## config.mk

```make
export PLATFORM = sky130hd
export DESIGN_NAME = decode_scan_flat
export DESIGN_NICKNAME = d
export VERILOG_FILES = /design/src/rtl/decode_scan_if.sv /design/src/rtl/decode_scan.sv /design/src/flat_wrapper.sv
export SDC_FILE = /design/constraint.sdc
export NUM_CORES = 1
export LEC_CHECK = 0
export ABC_AREA = 1
export BUFFER_PORTS_ARGS = -buffer_cell sky130_fd_sc_hd__buf_2
export CAP_MARGIN = 20
export CORE_ASPECT_RATIO = 1.1
export CORE_MARGIN = 4
export CORE_UTILIZATION = 53
export CTS_BUF_LIST = sky130_fd_sc_hd__clkbuf_4
export DETAILED_ROUTE_END_ITERATION = 12
export GPL_TIMING_DRIVEN = 0
export PLACE_DENSITY = 0.79
export SLEW_MARGIN = 25
export SYNTH_ARGS = -nofsm -noshare
export SYNTH_HDL_FRONTEND = slang
export SYNTH_SLANG_ARGS = --single-unit
```

## constraint.sdc

```tcl
create_clock -name clk -period 2.02 [get_ports clk]
set_clock_uncertainty 0.1 [all_clocks]
set_input_delay 0.202 -clock clk [delete_from_list [all_inputs] [get_ports clk]]
set_output_delay 0.202 -clock clk [all_outputs]
set_load 0.005 [all_outputs]
```

## src/rtl/decode_scan_if.sv

```systemverilog
`default_nettype none
// ============================================================================
// Module   : decode_scan_if
// Purpose  : Bundles the control inputs and decoded outputs of decode_scan.
//            The master side drives enable/mode/select/load/dwell and
//            observes the decoded bus, index and advance pulse.
// Signals  : en     - enable; low forces outputs inactive
//            mode   - 0 direct decode, 1 auto-scan
//            a      - select value / scan load value (N bits)
//            load   - loads a into the scan index while scanning
//            dwell  - extra cycles each index is held while scanning (DW bits)
//            y      - registered decoded output (2**N bits)
//            idx    - index currently presented on y (N bits)
//            tick   - one-cycle pulse on each scan advance
// Revision : 1.0 - initial release
// ============================================================================
interface decode_scan_if #(
    parameter int N  = 3,
    parameter int DW = 16
) ();
    logic              en;
    logic              mode;
    logic [N-1:0]      a;
    logic              load;
    logic [DW-1:0]     dwell;
    logic [2**N-1:0]   y;
    logic [N-1:0]      idx;
    logic              tick;

    modport master (
        output en, mode, a, load, dwell,
        input  y, idx, tick
    );

    modport slave (
        input  en, mode, a, load, dwell,
        output y, idx, tick
    );
endinterface
`default_nettype wire

```

## src/rtl/decode_scan.sv

```systemverilog
`default_nettype none
// ============================================================================
// Module   : decode_scan
// Purpose  : N-to-2**N decoder with a registered output and an auto-scan
//            mode that steps the selected line through all indices, holding
//            each one for dwell+1 cycles.
// Ports    : clk   - clock, all state updates on the rising edge
//            rst_n - synchronous active-low reset
//            bus   - decode_scan_if slave modport (en, mode, a, load, dwell
//                    in; y, idx, tick out)
// Params   : N   - select width
//            POL - 0: selected line high; 1: selected line low
//            DW  - dwell counter width
// Revision : 1.0 - initial release
// ============================================================================
module decode_scan #(
    parameter int N   = 3,
    parameter int POL = 0,
    parameter int DW  = 16
) (
    input  logic          clk,
    input  logic          rst_n,
    decode_scan_if.slave  bus
);

    localparam int              YW    = 2**N;
    localparam logic [YW-1:0]   Y_OFF = (POL != 0) ? {YW{1'b1}} : {YW{1'b0}};

    typedef enum logic [1:0] {
        S_OFF    = 2'd0,
        S_DIRECT = 2'd1,
        S_SCAN   = 2'd2
    } state_t;

    state_t          state, state_nx;
    logic [YW-1:0]   y_reg, y_nx;
    logic [N-1:0]    idx_reg, idx_nx;
    logic [DW-1:0]   cnt, cnt_nx;
    logic            tick_reg, tick_nx;

    // One-hot decode with the output polarity folded in.
    function automatic logic [YW-1:0] decode(input logic [N-1:0] sel);
        logic [YW-1:0] v;
        v      = '0;
        v[sel] = 1'b1;
        return (POL != 0) ? ~v : v;
    endfunction

    always_ff @(posedge clk) begin
        if (!rst_n) begin
            state    <= S_OFF;
            y_reg    <= Y_OFF;
            idx_reg  <= '0;
            cnt      <= '0;
            tick_reg <= 1'b0;
        end else begin
            state    <= state_nx;
            y_reg    <= y_nx;
            idx_reg  <= idx_nx;
            cnt      <= cnt_nx;
            tick_reg <= tick_nx;
        end
    end

    // The next state is chosen straight from en/mode, and the outputs
    // registered on this edge already reflect that next state, giving a
    // single cycle from input to output.
    always_comb begin
        state_nx = S_OFF;
        y_nx     = y_reg;
        idx_nx   = idx_reg;
        cnt_nx   = cnt;
        tick_nx  = 1'b0;

        if (!bus.en) begin
            state_nx = S_OFF;
        end else if (bus.mode) begin
            state_nx = S_SCAN;
        end else begin
            state_nx = S_DIRECT;
        end

        case (state_nx)
            S_OFF: begin
                // idx and count hold so a later scan resumes where it was
                y_nx = Y_OFF;
            end
            S_DIRECT: begin
                idx_nx = bus.a;
                cnt_nx = '0;
                y_nx   = decode(bus.a);
            end
            S_SCAN: begin
                if (bus.load) begin
                    idx_nx = bus.a;
                    cnt_nx = '0;
                end else if (state != S_SCAN) begin
                    // Entry: hold the current index for a full dwell+1 period
                    cnt_nx = '0;
                end else if (cnt >= bus.dwell) begin
                    // >= so a dwell lowered below the running count
                    // advances immediately instead of wrapping the counter
                    idx_nx  = idx_reg + 1'b1;
                    cnt_nx  = '0;
                    tick_nx = 1'b1;
                end else begin
                    cnt_nx = cnt + 1'b1;
                end
                // y is derived from the same next index so the two agree
                y_nx = decode(idx_nx);
            end
            default: begin
                y_nx = Y_OFF;
            end
        endcase
    end

    assign bus.y    = y_reg;
    assign bus.idx  = idx_reg;
    assign bus.tick = tick_reg;

endmodule
`default_nettype wire

```

## src/flat_wrapper.sv

```systemverilog
// flat-port wrapper written by rule: the top's interface ports become plain ports
module decode_scan_flat 
#(
    parameter int N   = 3,
    parameter int POL = 0,
    parameter int DW  = 16
)
  (clk, rst_n, bus_en, bus_mode, bus_a, bus_load, bus_dwell, bus_y, bus_idx, bus_tick);
  decode_scan_if #(.N(N), .DW(DW)) bus_i ();
  input  logic clk;
  input  logic rst_n;
  input wire logic [$bits(bus_i.en)-1:0] bus_en;
  input wire logic [$bits(bus_i.mode)-1:0] bus_mode;
  input wire logic [$bits(bus_i.a)-1:0] bus_a;
  input wire logic [$bits(bus_i.load)-1:0] bus_load;
  input wire logic [$bits(bus_i.dwell)-1:0] bus_dwell;
  output wire logic [$bits(bus_i.y)-1:0] bus_y;
  output wire logic [$bits(bus_i.idx)-1:0] bus_idx;
  output wire logic [$bits(bus_i.tick)-1:0] bus_tick;
  assign bus_i.en = bus_en;
  assign bus_i.mode = bus_mode;
  assign bus_i.a = bus_a;
  assign bus_i.load = bus_load;
  assign bus_i.dwell = bus_dwell;
  assign bus_y = bus_i.y;
  assign bus_idx = bus_i.idx;
  assign bus_tick = bus_i.tick;
  decode_scan #(.N(N), .POL(POL), .DW(DW)) u_core (.clk(clk), .rst_n(rst_n), .bus(bus_i));
endmodule
```

==> run metrics <==
hold path cells=3; Routed Antenna Nets=0; post-synthesis sequential area ratio=28.1%; first-pass GRT wire length=7940 um; die height=74.6 um; min cycle time layout=2.07 ns; RR Endpoint=u_core.bus.y[5]; Syn Nets=350; total chip power=1.17 mW; Top-Level Pins=36; CTS root buffer=clkbuf_4; highest clock rate=482 MHz; Final Hold Fails=0; H-tree depth=2; Hold Path End=u_core.cnt[2]; vias=2143; max reg flops=16; Slew Limit Fails=0; # diodes=0; Fillers=253; die footprint=5110 um2; global route overflow=0; GPL Wtd Cong=0.959; synth top area cells=dfxtp_1, nand2_1, ha_1, inv_1, a21oi_1; DR WL/cell=13.7 um; final core utilization=79.7%; Hold Path Origin=rst_n; TNS Setup=-0.279 ns; Syn Area/Cell=6.93 um2; Detailed Place HPWL=3570 um; post-synthesis register bit count=30; CP startpoint kind=register; Die X=68.5 um; PwrDens=388 nW/um2; Netlist Area Pre-Place=2140 um2; CP max FO=8; clock-pin slew on the worst setup and hold paths=0.10 ns; Cells after Synth=308; Synth cell types=33; final worst slack=-0.0535 ns; unrepaired setup endpoints after global routing=true; Final Cycle Share=103%; Worst Tran Pin Value=0.636 ns; clk_lat worst skew=0.33 ns; max_cap viols=0; static leakage=1.35 nW; FF-to-FF path depth=17; Final Setup Violations=10; reg2reg start=u_core.cnt[4]; most frequent cell after synthesis=nand2_1; TritonCTS buffer count=5; Site Rows=23; CTS Buffer Depth=2; # DRC=0; worst hold slack=0.0377 ns; area grow syn2layout=40.7%; initial core utilization=56.7%; DRT Pass-1 Iters=4; CTS tree=done; Num Clock Sinks=30; Crit. End Element=register; Yosys warning count=0; Vias/cell=5.15; max_slew headroom=57.6%; vias in the first global route=1913; I/O Buffers=35; final wirelength=5690 um; cts hold-fix bufs=0; CP arrival=2.24 ns; worst vdd rail ir drop=0.346 mV; asr flop ratio synth=0%; failing checks=setup timing; Synth top cells by count=nand2_1, inv_1, dfxtp_1, a21oi_1; largest net degree at the start of global routing=11; Yosys top cell by area=dfxtp_1; FF-to-FF setup slack=-0.05 ns; Core Region=3770 um2; GRT Util Overall=20.6%; Primary FF master, synth=dfxtp_1; status=finished with violations; EDFF count, synth=0; Final #Nets=407; Iter 0 DRT Violations=78; share of cells above drive strength 1=47.5%; CP required=2.18 ns; Crit Path Class=register to register; Hold Crit Class=primary input to register; initial antenna violation count=0; Yosys top cell area share=28.1%
==> final cells by class <==
cell class                      count  area [um2]  area share (%)
Timing Repair Buffer               50         304            10.1
Clock buffer                        6        45.0            1.50
Clock inverter                      2        8.76           0.292
Sequential cell                    30         644            21.4
Tap cell                           50        62.6            2.08
Multi-Input combinational cell    224        1730            57.6
Buffer                              3        11.3           0.375
Inverter                           51         196            6.54
==> repair_timing <==
action                                  4_1_cts  5_1_grt
setup buffers                                 6       10
endpoints found under the hold margin         0        0
gates resized for setup                      26       75
endpoints found under the setup margin       16       23
pin swaps                                     8       35
==> worst max-delay path, stage by stage, from the launching register on <==
cell	delay [ns]
dfxtp_4	0.37
ha_4	0.27
nand2_2	0.05
inv_2	0.05
nand2_2	0.06
nor2_2	0.10
nor2_2	0.06
nand2_2	0.09
nand2_4	0.07
nand2_8	0.11
nand2_4	0.07
nand2_4	0.07
nand2_1	0.05
nand2_1	0.06
nand2_2	0.10
nor2_4	0.13
nand2_1	0.07
a21oi_2	0.10
==> layout by cell type (no fill, tap or decap), drive strengths merged, types with 4 or more instances in the layout <==
master	n
nand2	98
buf	51
inv	49
a21oi	32
dfxtp	30
nor2	30
nand3	21
ha	18
clkbuf	8
o21ai	6
clkinv	4
nand4	4
==> stage by stage <==
step	cells	setup slack, ns	instance area (um2)
3_5_place_dp	393	-0.144	2370
4_1_cts	407	0.00134	2580
2_1_floorplan	308	0.106	2140
3_3_place_gp	393	-0.0923	2370
6_report	416	-0.0535	3000
5_1_grt	416	-0.174	3000
==> how the worst max path moves through the flow <==
stage,startpoint,end,slack [ns],cells past startpoint
final,u_core.cnt[4],u_core.bus.y[5],-0.05,17
after detailed placement,u_core.cnt[5],u_core.bus.y[6],-0.14,16
after floorplan,u_core.cnt[7],u_core.bus.y[7],0.11,16
after global placement,u_core.cnt[7],u_core.bus.y[6],-0.09,16
after CTS,u_core.cnt[3],u_core.bus.y[4],0.001,14
after global routing,u_core.cnt[5],u_core.bus.y[2],-0.17,16
==> cells by family after synthesis <==
kind of cell               share of synthesized area [%]
DFF                                                 28.1
adders and majority gates                           10.5
AOI/OAI and AO/OA                                   12.0
xor gates and xnor gates                            1.64
buffers and inverters                               9.49
and+or+nand+nor                                     38.2
==> power by group <==
group	total [mW]	internal, mW	switching, mW	leakage (nW)
combinational	0.217	0.0823	0.135	1.07
clock	0.353	0.144	0.209	0.0331
sequential	0.595	0.587	0.00808	0.253
total	1.17	0.813	0.352	1.35
==> routing by layer <==
metal	up-vias	global-route usage [%]	wire length, um
met1	991	24.8	2360
met3	8	4.23	144
li1	1099	-	-
met4	0	8.39	97
met2	45	35.3	3090
met5	-	0	0
No activity file was read; power rests on OpenSTA's default activity.
